==> config.mk <==
export PLATFORM = sky130hd
export DESIGN_NAME = accu_sched
export DESIGN_NICKNAME = d
export VERILOG_FILES = /design/src/rtl/accu_sched.sv
export SDC_FILE = /design/constraint.sdc
export NUM_CORES = 1
export LEC_CHECK = 0
export ABC_AREA = 1
export CORE_UTILIZATION = 40
export DETAILED_ROUTE_END_ITERATION = 8
export PLACE_DENSITY = 0.73
export RECOVER_POWER = 100
export REMOVE_ABC_BUFFERS = 1
export SYNTH_ARGS = -nofsm -noshare
export SYNTH_HDL_FRONTEND = slang
export SYNTH_SLANG_ARGS = --single-unit
==> constraint.sdc <==
create_clock -name clk -period 2.15 [get_ports clk]
set_input_delay 0.645 -clock clk [delete_from_list [all_inputs] [get_ports clk]]
set_output_delay 0.645 -clock clk [all_outputs]
set_load 0.005 [all_outputs]
==> src/rtl/accu_sched.sv <==
// accu_sched
// ----------
// Round-robin scheduler that lends one shared 4-sample accumulator to up to
// N_REQ requesters. A granted requester keeps the grant for a whole group of
// GROUP samples. Each sample is forwarded to the accumulator through a
// registered strobe. The scheduler then waits for the accumulator's sum and
// returns it, tagged with the requester index, on a valid/ready result port.
//
// Handshake semantics (all ports of this block): a transfer happens on a
// rising clock edge where valid and ready are both high. A producer holding
// valid keeps its data stable until the transfer. Ready never depends
// combinationally on the valid it qualifies.
//
// Ports
//   clk, rst_n         clock (rising edge), asynchronous active-low reset
//   req_valid/ready    per-requester sample handshake
//   req_data           per-requester sample; requester i on [8i+7:8i]
//   acc_data_in        sample to the accumulator (registered)
//   acc_valid_in       one-cycle strobe per forwarded sample (registered)
//   acc_data_out       accumulator sum
//   acc_valid_out      accumulator sum strobe; only honoured in WAIT
//   res_data, res_id   returned sum and owning requester index
//   res_valid          result valid, held until res_ready
//   res_ready          result consumer accept
//   err_timeout        one-cycle pulse when the sum never arrives
//   dbg_state          current FSM state (IDLE=0, FEED=1, WAIT=2, RESULT=3)

module accu_sched #(
  parameter int N_REQ   = 4,
  parameter int GROUP   = 4,
  parameter int TIMEOUT = 15
) (
  input  logic                 clk,
  input  logic                 rst_n,
  input  logic [N_REQ-1:0]     req_valid,
  input  logic [8*N_REQ-1:0]   req_data,
  output logic [N_REQ-1:0]     req_ready,
  output logic [7:0]           acc_data_in,
  output logic                 acc_valid_in,
  input  logic [9:0]           acc_data_out,
  input  logic                 acc_valid_out,
  output logic [9:0]           res_data,
  output logic [2:0]           res_id,
  output logic                 res_valid,
  input  logic                 res_ready,
  output logic                 err_timeout,
  output logic [1:0]           dbg_state
);

  localparam int IDX_W   = $clog2(N_REQ);
  localparam int CAND_W  = IDX_W + 1;
  localparam int CNT_W   = $clog2(GROUP + 1);
  localparam int TIMER_W = 8;

  typedef enum logic [1:0] {
    S_IDLE   = 2'd0,
    S_FEED   = 2'd1,
    S_WAIT   = 2'd2,
    S_RESULT = 2'd3
  } state_e;

  // --------------------------------------------------------------------------
  // State and datapath registers
  // --------------------------------------------------------------------------
  state_e             state_q,      state_d;
  logic [IDX_W-1:0]   grant_q,      grant_d;
  logic [IDX_W-1:0]   last_grant_q, last_grant_d;
  logic [CNT_W-1:0]   cnt_q,        cnt_d;
  logic [TIMER_W-1:0] timer_q,      timer_d;
  logic [7:0]         acc_data_q,   acc_data_d;
  logic               acc_valid_q,  acc_valid_d;
  logic [9:0]         res_data_q,   res_data_d;
  logic [2:0]         res_id_q,     res_id_d;
  logic               res_valid_q,  res_valid_d;
  logic               err_to_q,     err_to_d;

  // --------------------------------------------------------------------------
  // Round-robin pick: first valid requester after last_grant, wrapping.
  // --------------------------------------------------------------------------
  logic               pick_found;
  logic [IDX_W-1:0]   pick_idx;
  logic [CAND_W-1:0]  cand;

  always_comb begin
    pick_found = 1'b0;
    pick_idx   = '0;
    cand       = '0;
    for (int k = 1; k <= N_REQ; k++) begin
      cand = {1'b0, last_grant_q} + CAND_W'(k);
      if (cand >= CAND_W'(N_REQ)) begin
        cand = cand - CAND_W'(N_REQ);
      end
      if (!pick_found && req_valid[cand[IDX_W-1:0]]) begin
        pick_found = 1'b1;
        pick_idx   = cand[IDX_W-1:0];
      end
    end
  end

  // --------------------------------------------------------------------------
  // Sample path from the granted requester
  // --------------------------------------------------------------------------
  logic [7:0] grant_sample;
  logic       xfer;

  assign grant_sample = req_data[{grant_q, 3'b000} +: 8];
  assign xfer         = (state_q == S_FEED) && req_valid[grant_q];

  // Ready is decoded only from registered state and grant, so it is free of
  // any combinational path from req_valid.
  always_comb begin
    req_ready = '0;
    if (state_q == S_FEED) begin
      req_ready[grant_q] = 1'b1;
    end
  end

  // --------------------------------------------------------------------------
  // Timer with saturation; timer_inc is the value the timer would take now.
  // --------------------------------------------------------------------------
  logic [TIMER_W-1:0] timer_inc;

  assign timer_inc = (timer_q == {TIMER_W{1'b1}}) ? timer_q : timer_q + 1'b1;

  // --------------------------------------------------------------------------
  // Next-state logic
  // --------------------------------------------------------------------------
  always_comb begin
    state_d      = state_q;
    grant_d      = grant_q;
    last_grant_d = last_grant_q;
    cnt_d        = cnt_q;
    timer_d      = timer_q;
    acc_data_d   = acc_data_q;
    acc_valid_d  = 1'b0;
    res_data_d   = res_data_q;
    res_id_d     = res_id_q;
    res_valid_d  = res_valid_q;
    err_to_d     = 1'b0;

    unique case (state_q)
      S_IDLE: begin
        if (pick_found) begin
          grant_d = pick_idx;
          cnt_d   = '0;
          state_d = S_FEED;
        end
      end

      S_FEED: begin
        // Grant stays locked through gaps until the whole group is in.
        if (xfer) begin
          acc_data_d  = grant_sample;
          acc_valid_d = 1'b1;
          if (cnt_q < CNT_W'(GROUP)) begin
            cnt_d = cnt_q + 1'b1;
          end
          if (cnt_q == CNT_W'(GROUP - 1)) begin
            state_d = S_WAIT;
            timer_d = '0;
          end
        end
      end

      S_WAIT: begin
        // A returning sum wins over a timeout in the same cycle.
        if (acc_valid_out) begin
          res_data_d  = acc_data_out;
          res_id_d    = 3'(grant_q);
          res_valid_d = 1'b1;
          state_d     = S_RESULT;
        end else if (timer_inc == TIMER_W'(TIMEOUT)) begin
          err_to_d     = 1'b1;
          last_grant_d = grant_q;
          state_d      = S_IDLE;
        end else begin
          timer_d = timer_inc;
        end
      end

      S_RESULT: begin
        if (res_ready) begin
          res_valid_d  = 1'b0;
          last_grant_d = grant_q;
          state_d      = S_IDLE;
        end
      end

      default: begin
        state_d = S_IDLE;
      end
    endcase
  end

  // --------------------------------------------------------------------------
  // Registers
  // --------------------------------------------------------------------------
  always_ff @(posedge clk or negedge rst_n) begin
    if (!rst_n) begin
      state_q      <= S_IDLE;
      grant_q      <= '0;
      last_grant_q <= IDX_W'(N_REQ - 1);
      cnt_q        <= '0;
      timer_q      <= '0;
      acc_data_q   <= '0;
      acc_valid_q  <= 1'b0;
      res_data_q   <= '0;
      res_id_q     <= '0;
      res_valid_q  <= 1'b0;
      err_to_q     <= 1'b0;
    end else begin
      state_q      <= state_d;
      grant_q      <= grant_d;
      last_grant_q <= last_grant_d;
      cnt_q        <= cnt_d;
      timer_q      <= timer_d;
      acc_data_q   <= acc_data_d;
      acc_valid_q  <= acc_valid_d;
      res_data_q   <= res_data_d;
      res_id_q     <= res_id_d;
      res_valid_q  <= res_valid_d;
      err_to_q     <= err_to_d;
    end
  end

  // --------------------------------------------------------------------------
  // Outputs
  // --------------------------------------------------------------------------
  assign acc_data_in  = acc_data_q;
  assign acc_valid_in = acc_valid_q;
  assign res_data     = res_data_q;
  assign res_id       = res_id_q;
  assign res_valid    = res_valid_q;
  assign err_timeout  = err_to_q;
  assign dbg_state    = state_q;

endmodule

==> impl_metrics.env <==
export IMPL_fin_crit_sh_pct=95.90
export IMPL_slew_headroom_pct=34.68
export IMPL_die_h_um=80.92
export IMPL_clk_pin_slew_worst_paths_ns=0.08
export IMPL_critical_path_class="reg2out"
export IMPL_synthMuxAreaShare_pct=0
export IMPL_powerDensity_mw_per_mm2=1090
export IMPL_clk_latency_ns=0.29
export IMPL_max_freq_ghz=0.4850
export IMPL_synth_top_family_by_area="simple AND/OR/NAND/NOR gates"
export IMPL_synth_compound_area_share_pct=10.25
export IMPL_routed_via_density=4.978
export IMPL_core_area_sq_mm=0.005956
export IMPL_setup_violations=0
export IMPL_vias=2539
export IMPL_cts_buffers=5
export IMPL_worst_slack_ns=0.08824
export IMPL_tightest_slew_ns=0.9798
export IMPL_power_mw=3.788
export IMPL_slew_viol_final=0
export IMPL_crit_required_ns=1.50
export IMPL_cp_cell_sequence="buf_4, dlygate4sd3_1"
export IMPL_ios=80
export IMPL_drive_gt1_share_pct=12.41
export IMPL_synthFlopType="dfrtp_1"
export IMPL_synthArstFlopShare_pct=100.0
export IMPL_cts_tree="built"
export IMPL_yosys_area_top_type="dfrtp_1"
export IMPL_areaGrowthSynthToFinish_pct=39.48
export IMPL_synth_edf_count=0
export IMPL_drtPass1Iterations=4
export IMPL_die_w_um=80.92
export IMPL_endpoint_kind="output port"
export IMPL_grt_pass1_vias=2426
export IMPL_wl_per_cell_um=12.27
export IMPL_cp_slowest_stage_delay_ns=0.57
export IMPL_crit_family="buffers and inverters"
export IMPL_hpwl_mm=4.837
export IMPL_outcome="complete, no violations"
export IMPL_h_tree_depth=2
export IMPL_ys_types=30
export IMPL_antenna_found_initial=0
export IMPL_wirelength_mm=6.258
export IMPL_rsz0062_at_grt="no"
export IMPL_grt_pass1_wl_mm=10.63
export IMPL_synth_top_area_share_pct=38.17
export IMPL_detailedRoute_firstIterationViolations=124
export IMPL_cts_buffer_depth=2
export IMPL_route_detailed_drc=0
export IMPL_yosys_warnings=0
export IMPL_grt_use_total_pct=20.69
export IMPL_netlist_area_sq_mm=0.002491
export IMPL_synthAdderAreaFrac_pct=1.507
export IMPL_numPortBuffers=78
export IMPL_cts_sinks=40
export IMPL_ir_worst_vdd_mv=0.7270
export IMPL_final_util_pct=58.34
export IMPL_grt_overflow_total=0
export IMPL_startpoint_type="flip-flop"
export IMPL_yosysMostFrequentCell="nand2_1"
export IMPL_ys_seq_area_share_pct=40.28
export IMPL_finalClockSkew_ns=0.01216
export IMPL_nets=487
export IMPL_yosys_area_share_simple_pct=40.13
export IMPL_synth_seq_cells=40
export IMPL_rows=28
export IMPL_yosys_top_cells_area="dfrtp_1 38%, nand2_1 21%, nand3_1 4.8%, inv_1 3.8%, o21ai_0 3.4%"
export IMPL_synth_xor_area_share_pct=0.7032
export IMPL_hold_violations=0
export IMPL_crit_path_top_delay_cell="dlygate4sd3_1"
export IMPL_die_area_sq_mm=0.006547
export IMPL_place_ws_ns=-0.05473
export IMPL_hp_class="reg2reg"
export IMPL_clockRootBuffer="clkbuf_8"
export IMPL_critPathMaxFanout=8
export IMPL_synth_common_cells="138 x nand2_1, 38 x dfrtp_1, 25 x inv_1"
export IMPL_max_cap_violations=0
export IMPL_fin_crit_ns=2.062
export IMPL_postSynthAreaPerCell_sq_um=7.221
export IMPL_cts_hold_buf=0
export IMPL_diodes=0
export IMPL_gp_congestion=0.9028
export IMPL_leakage_nw=1.741
export IMPL_syn_inst=345
export IMPL_grt_max_degree=24
export IMPL_crit_arrival_ns=1.42
export IMPL_drtAntennaViolNets=0
export IMPL_cp_buffers_inverters=2
export IMPL_start_util_pct=41.83
[layout by cell type, fill, tap and decap left out, types with 2 or more instances in the layout]
cell               n
nand2_4            2
dlygate4sd2_1      4
a221oi_1           8
inv_2              5
buf_4             10
ha_1               3
nor2_4             4
nor3_1             2
dfstp_2            2
dfrtp_1           38
a21oi_1           11
o21ai_2            2
or2_1              2
nand2_2            9
nor2_1            13
clkbuf_8           6
nand2_1          139
nor2_2             7
xor2_1             2
clkbuf_1           4
nand4_1           11
clkbuf_2           2
inv_1             27
clkdlybuf4s50_1   48
o21ai_0           17
nand3_1           24
dlygate4sd3_1     25
[cell families (layout without fill, tap and decap cells)]
group / Yosys count / count (layout)
other cells: 1 / 1
fa+ha+maj: 3 / 3
compound gates: 41 / 41
simple gates: 216 / 216
buf+inv: 42 / 132
flops: 40 / 40
xor+xnor: 2 / 2
[per-layer routing]
layer / GRT usage [%] / vias up / part of all wire (%)
met5: 0 / - / 0
li1: - / 1289 / -
met2: 35.38 / 68 / 51
met1: 27.04 / 1180 / 44
met3: 3.596 / 2 / 5.1
met4: 5.000 / 0 / 0.42
[what timing repair did]
item	CTS	global route
setup buffers	2	0
resized for setup	8	0
setup endpoints to repair	4	0
[power breakdown]
group          leakage, nW  switching [mW]  internal [mW]
combinational         1.18            1.13          0.917
sequential           0.514           0.190           1.04
clock               0.0445           0.256          0.261
total                 1.74            1.57           2.22
[flip-flops by register name (all words and copies together), names as in the netlist]
name	count
acc_data_in	8
acc_valid_in	1
cnt_q	3
dbg_state	2
err_timeout	1
grant_q	2
last_grant_q	2
res_data	10
res_id	2
res_valid	1
timer_q	8
[worst min-delay path, stage by stage (launching register included)]
cell	delay [ns]
dfrtp_1	0.34
nand2_1	0.05
nand2_1	0.05
[cell type report]
type / instances / area [sq um]
tap: 75 / 93.84
timing repair buffer: 92 / 862.1
fill: 596 / 2481
clock inverter: 1 / 7.507
clock buffer: 7 / 86.33
multi-input combinational: 263 / 1301
sequential: 40 / 1003
inverter: 32 / 120.1
[per-stage QoR]
stage	hold WS, ns	instance area, sq um	TNS (ns)	std cells
after floorplan	0.3494	2437	0	335
after global placement	0.4622	3410	-0.07373	500
after detailed placement	0.4641	3410	-0.1369	500
after CTS	0.2975	3521	0	510
after global routing	0.4980	3475	0	510
final	0.4728	3475	0	510
[path summary, 6_finish.rpt]
path / start / end / slack, ns / cells after the start
worst min register to register: res_valid / res_valid / 0.47 / 2
min in group asynchronous: rst_n / res_data[9] / 0.49 / 1
max in group asynchronous: rst_n / grant_q[1] / 0.54 / 2
worst max-delay path: dbg_state[1] / dbg_state[1] / 0.09 / 2
worst min-delay path: res_valid / res_valid / 0.47 / 2
worst max register to register: timer_q[1] / dbg_state[0] / 0.21 / 12
Note: power is estimated with default switching activity, not from simulation.
==> variant 1 (config.mk and constraints unchanged) <==
Change the parameter `GROUP` from 4 to 8.
--- a/src/rtl/accu_sched.sv
+++ b/src/rtl/accu_sched.sv
@@ -27,7 +27,7 @@
 
 module accu_sched #(
   parameter int N_REQ   = 4,
-  parameter int GROUP   = 4,
+  parameter int GROUP   = 8,
   parameter int TIMEOUT = 15
 ) (
   input  logic                 clk,
Behaviour: not the same (a bounded check fails within 10 cycles, from zero or initial values and one cycle with rst_n low).
==> variant 1 against the unedited design <==
  * Synthesized area up 0.10%
  * Cell area up 2.1%
  * Worst setup slack better by 0.045 ns
  * Non-clock buffer count up 4
  * Routed wire length up 0.69%
  * Sequential cell count up 1
  * Count of clock-buffer cells in the layout down 2
  * Total power up 7.8%
  * Critical endpoint is now req_ready[3]
  * Largest power group unchanged
==> variant 1: results (changes against the unedited design) <==
metric;value;unit;change
status;finished, final reports clean;;unchanged
numPortBuffers;78;;unchanged
antenna_found_initial;0;;unchanged
drv_cap;0;;unchanged
grt_max_degree;42;;was 24
synth_cell_types;33;;was 30
gp_congestion;0.878;;was 0.903
antenna_cells;0;;unchanged
cpPeakStageDelay;0.35;ns;was 0.57 ns
holdPathEnd;res_valid$_DFFE_PN0P_;;unchanged
vias_per_cell;5.09;;was 4.98
whs_path_depth;2;;unchanged
hold_start;res_valid$_DFFE_PN0P_;;unchanged
clock_skew;0.00303;ns;was 0.0122 ns
clockBufferDepth;2;;unchanged
rrSetupSlack;0.20;ns;
async_reset_ff_share;100;%;unchanged
slowest_stage;dfrtp_1;;was dlygate4sd3_1
detailed_place_hpwl;4.79;mm;was 4.84 mm
ys_seq_area_share;41.2;%;was 40.3%
clock-root-buffer;clkbuf_8;;unchanged
worst_slew_pin_slew;1.02;ns;was 0.980 ns
synth-edff-count;0;;unchanged
leakage;0.00163;uW;was 0.00174 uW
htreeDepth;2;;unchanged
final_nets;469;;was 487
cp.arrival;1.37;ns;was 1.42 ns
crit_family;buffers and inverters;;unchanged
crit-reg2reg-launch;timer_q[0]$_DFFE_PN0P_;;was timer_q[1]$_DFFE_PN0P_
synthTopCellsByCount;82 x nand2_1, 46 x nand3_1, 39 x dfrtp_1;;was 138 x nand2_1, 38 x dfrtp_1, 25 x inv_1
finalHoldWorstSlack;0.469;ns;was 0.473 ns
ys.flop_type;dfrtp_1;;unchanged
grt_pass1_wl;10.5;mm;was 10.6 mm
firstDrtPassIters;4;;unchanged
hold_class;reg2reg;;unchanged
largest_reg_flops;10;;unchanged
crit_end;req_ready[3];;was dbg_state[1]
crit_start;dbg_state[0]$_DFFE_PN0P_;;was dbg_state[1]$_DFFE_PN0P_
rr_endpoint;timer_q[5]$_DFFE_PN0P_;;was dbg_state[0]$_DFFE_PN0P_
clk_pin_slew;0.08;ns;about the same
drtIter0Drc;112;;was 124
drcViolationCount;0;;unchanged
routedWlPerCell;12.8;microns;was 12.3 microns
grt_usage;20.6;%;was 20.7%
drive_gt1_share;14.6;%;was 12.4%
clock_latency;0.29;ns;about the same
synthTopCellsByArea;dfrtp_1 39%, nand2_1 12%, nand3_1 9.2%;;was dfrtp_1 38%, nand2_1 21%, nand3_1 4.8%
grt_pass1_vias;2314;;was 2426
r2r_cells;13;;was 12
worst-path-max-fanout;5;;was 8
ir_worst_vdd;0.576;mV;was 0.727 mV
cts_buffers;5;;unchanged
placed_cell_area;0.00345;sq mm;was 0.00341 sq mm
ys_warn_count;0;;unchanged
-- variant 1: where the power goes --
group	switching (uW)	internal (uW)	total, uW
logic	1180	1110	2290
registers	191	1080	1270
clock network	293	231	524
-- variant 1: stage by stage --
step | TNS, ns | cells | setup WS [ns]
after floorplan | 0 | 314 | 0.383
after global placement | -1.31 | 483 | -0.140
after detailed placement | -2.05 | 483 | -0.170
after CTS | 0 | 491 | 0.142
after global routing | 0 | 493 | 0.00443
final | 0 | 493 | 0.133
-- variant 1: cell families (layout without fill, tap and decap cells) --
group                    Yosys count  after routing  synth area share (%)
AO/OA/AOI/OAI                     44             44                  11.2
multiplexers                      11             11                  4.92
AND/OR/NAND/NOR                  180            180                  33.2
buffers and inverters             39            134                  6.52
other                              1              1                 0.150
flip-flops                        41             41                  41.2
adder cells (fa/ha/maj)            2              2                  1.00
XOR/XNOR                           5              5                  1.76
-- variant 1: cell type report --
type | count | area, sq um
clock inverter | 3 | 21.3
timing repair buffer | 96 | 913
multi-input combinational | 243 | 1310
clock buffer | 5 | 68.8
inverter | 30 | 113
sequential | 41 | 1030
tap | 75 | 93.8
fill | 560 | 2410
-- variant 1: layer usage --
metal  global-route usage (%)  share of wire [%]  up-vias
met5                        0                  0        -
met4                     4.64                1.3        0
met3                     4.72                3.3       10
met2                     33.9                 48       53
met1                     27.3                 48     1174
li1                         -                  -     1271
-- variant 1: worst min-delay path, stage by stage, from the launching register on --
cell     delay [ns]
dfrtp_1        0.34
nand2_1        0.05
nand2_1        0.05
-- variant 1: repair_timing --
item                                    in CTS  in global routing
endpoints found under the setup margin       4                 14
buffers inserted                             0                  2
pin swaps                                    1                  0
gates resized for setup                      7                  4
==> variant 2 (same flow settings) <==
Made on the original files. Take the reset off `res_data_q` and load it in a clocked block of its own.
--- a/src/rtl/accu_sched.sv
+++ b/src/rtl/accu_sched.sv
@@ -204,7 +204,6 @@
       timer_q      <= '0;
       acc_data_q   <= '0;
       acc_valid_q  <= 1'b0;
-      res_data_q   <= '0;
       res_id_q     <= '0;
       res_valid_q  <= 1'b0;
       err_to_q     <= 1'b0;
@@ -216,11 +215,14 @@
       timer_q      <= timer_d;
       acc_data_q   <= acc_data_d;
       acc_valid_q  <= acc_valid_d;
-      res_data_q   <= res_data_d;
       res_id_q     <= res_id_d;
       res_valid_q  <= res_valid_d;
       err_to_q     <= err_to_d;
     end
+  end
+
+  always_ff @(posedge clk) begin
+    res_data_q <= res_data_d;
   end
 
   // --------------------------------------------------------------------------
Behaviour: differs if rst_n is asserted again (counterexample within 10 cycles, from zero or initial values and one cycle with rst_n low); with rst_n held inactive, the same outputs for 10 cycles.
==> variant 2 against the unedited design <==
  * Die area shrank 2.6%
  * Global-route usage is 1.3 points higher
  * Synthesized area decreased by 2.7%
  * Sequential share of layout area is 1.9 points higher
  * Routed wire length is 3.5% higher
  * Sequential cell count stayed put
  * Worst setup slack lost 0.030 ns
  * Cell area down 1.2%
  * Core utilization increased by 2.1 points
  * Total power is 3.6% lower
  * Hold slack improved by 0.0064 ns
  * Register-to-register slack got worse by 0.04 ns
  * Via count is 4.5% lower
  * Count of clock-buffer cells in the layout shrank 2
  * Critical path type unchanged
==> variant 2: results (changes against the unedited design) <==
metric;value;unit;change
status;finished, final reports clean;;unchanged
largest_reg_flops;10;;unchanged
clock_latency;0.29;ns;about the same
rrSetupSlack;0.17;ns;was 0.21 ns
numPortBuffers;78;;unchanged
grt_pass1_vias;2339;;was 2426
antenna_found_initial;0;;unchanged
clk_pin_slew;0.09;ns;
fill_cells;483;;was 596
drcViolationCount;0;;unchanged
vias_per_cell;5.05;;was 4.98
htreeDepth;2;;unchanged
cts_buffers;5;;unchanged
hold_start;res_id[1]$_DFFE_PN0P_;;was res_valid$_DFFE_PN0P_
finalHoldWorstSlack;0.479;ns;was 0.473 ns
crit-reg2reg-launch;timer_q[0]$_DFFE_PN0P_;;was timer_q[1]$_DFFE_PN0P_
ys_warn_count;0;;unchanged
detailed_place_hpwl;5.02;mm;was 4.84 mm
clock-root-buffer;clkbuf_8;;unchanged
wirelength;6.48;mm;was 6.26 mm
synth-edff-count;10;;was 0
drtIter0Drc;151;;was 124
slew_headroom;49.9;%;was 34.7%
grt_pass1_wl;11.1;mm;was 10.6 mm
hold_class;reg2reg;;unchanged
synthMuxAreaShare;0;%;unchanged
dp_slack;-0.0307;ns;was -0.0547 ns
async_reset_ff_share;75.0;%;was 100%
cp.arrival;1.45;ns;was 1.42 ns
final_nets;460;;was 487
grt_max_degree;31;;was 24
synthAdderAreaFrac;1.55;%;was 1.51%
p_int;2150;uW;was 2220 uW
clockBufferDepth;2;;unchanged
worst-path-max-fanout;8;;unchanged
ir_worst_vdd;0.639;mV;was 0.727 mV
grt_usage;22.0;%;was 20.7%
gp_congestion;0.967;;was 0.903
synthTopCellsByArea;dfrtp_1 29%, nand2_1 18%, edfxtp_1 12%;;was dfrtp_1 38%, nand2_1 21%, nand3_1 4.8%
synthTopCellsByCount;114 x nand2_1, 28 x dfrtp_1, 28 x nand3_1;;was 138 x nand2_1, 38 x dfrtp_1, 25 x inv_1
synth_cell_types;32;;was 30
ys_seq_area_share;43.5;%;was 40.3%
finalWorstSetupSlack;0.0580;ns;was 0.0882 ns
crit_start;dbg_state[0]$_DFFE_PN0P_;;was dbg_state[1]$_DFFE_PN0P_
leakage;0.00162;uW;was 0.00174 uW
synth-compound-area-share;10.6;%;was 10.2%
firstDrtPassIters;5;;was 4
clock_skew;0.00899;ns;was 0.0122 ns
antenna_cells;0;;unchanged
ys.flop_type;dfrtp_1;;unchanged
synth-xor-area-share;0.361;%;was 0.703%
drive_gt1_share;13.5;%;was 12.4%
-- variant 2: cell types whose count changed after synthesis, sizes merged, moves of 2 or more --
| cell | before | now |
|---|---|---|
| nand2 | 150 | 122 |
| nand4 | 11 | 8 |
| nand3 | 26 | 29 |
| nor2 | 24 | 22 |
| inv | 32 | 34 |
| dfrtp | 38 | 28 |
| edfxtp | 0 | 10 |
-- variant 2: what timing repair did --
item                       4_1_cts  5_1_grt
resized for setup                7        0
hold buffers                     0        0
setup endpoints to repair        4        0
setup buffers                    2        0
-- variant 2: worst paths after layout --
kind | cells after the start | endpoint
max in group asynchronous | 2 | grant_q[0]$_DFFE_PN0P_
max reg2reg | 12 | timer_q[4]$_DFFE_PN0P_
min in group asynchronous | 2 | acc_data_in[2]$_DFFE_PN0P_
min | 2 | res_id[1]$_DFFE_PN0P_
max | 2 | dbg_state[0]
min reg2reg | 2 | res_id[1]$_DFFE_PN0P_
-- variant 2: power by group through the flow --
stage / Sequential [uW] / Combinational, uW / Clock, uW
final: 1150 / 1880 / 617
after global routing: 1180 / 2130 / 675
after CTS: 1160 / 1980 / 629
after detailed placement: 1170 / 1940 / 0
after global placement: 1170 / 1920 / 0
after floorplan: 1210 / 1050 / 0
-- variant 2: cells by family (layout without fill, tap and decap cells) --
logic type	count (synthesis)	count (layout)
and+or+nand+nor	187	187
AOI/OAI and AO/OA	44	44
buffers and inverters	43	132
DFF	40	40
adders and majority gates	3	3
other	1	1
xor gates and xnor gates	1	1
-- variant 2: metal layers --
layer | part of all wire, % | track usage (%)
met5 | 0 | 0
met4 | 2.3 | 8.21
met3 | 5.0 | 2.29
met2 | 47 | 36.2
met1 | 46 | 29.7
-- variant 2: critical path, stage by stage, from the launching register on --
cell,delay [ns]
dfrtp_1,0.38
buf_4,0.17
dlygate4sd3_1,0.60
-- variant 2: stage by stage --
step | cells | cell area [sq um]
final | 480 | 3430
after global routing | 480 | 3430
after CTS | 480 | 3450
after detailed placement | 470 | 3330
after global placement | 470 | 3330
after floorplan | 310 | 2370
-- variant 2: final cells by class --
cell class                      count  share of cell area, %
Clock buffer                        5                   2.01
Timing Repair Buffer               90                   25.2
Multi-Input combinational cell    236                   34.5
Inverter                           34                   3.79
Tap cell                           72                   2.62
Sequential cell                    40                   30.7
Clock inverter                      3                   1.24
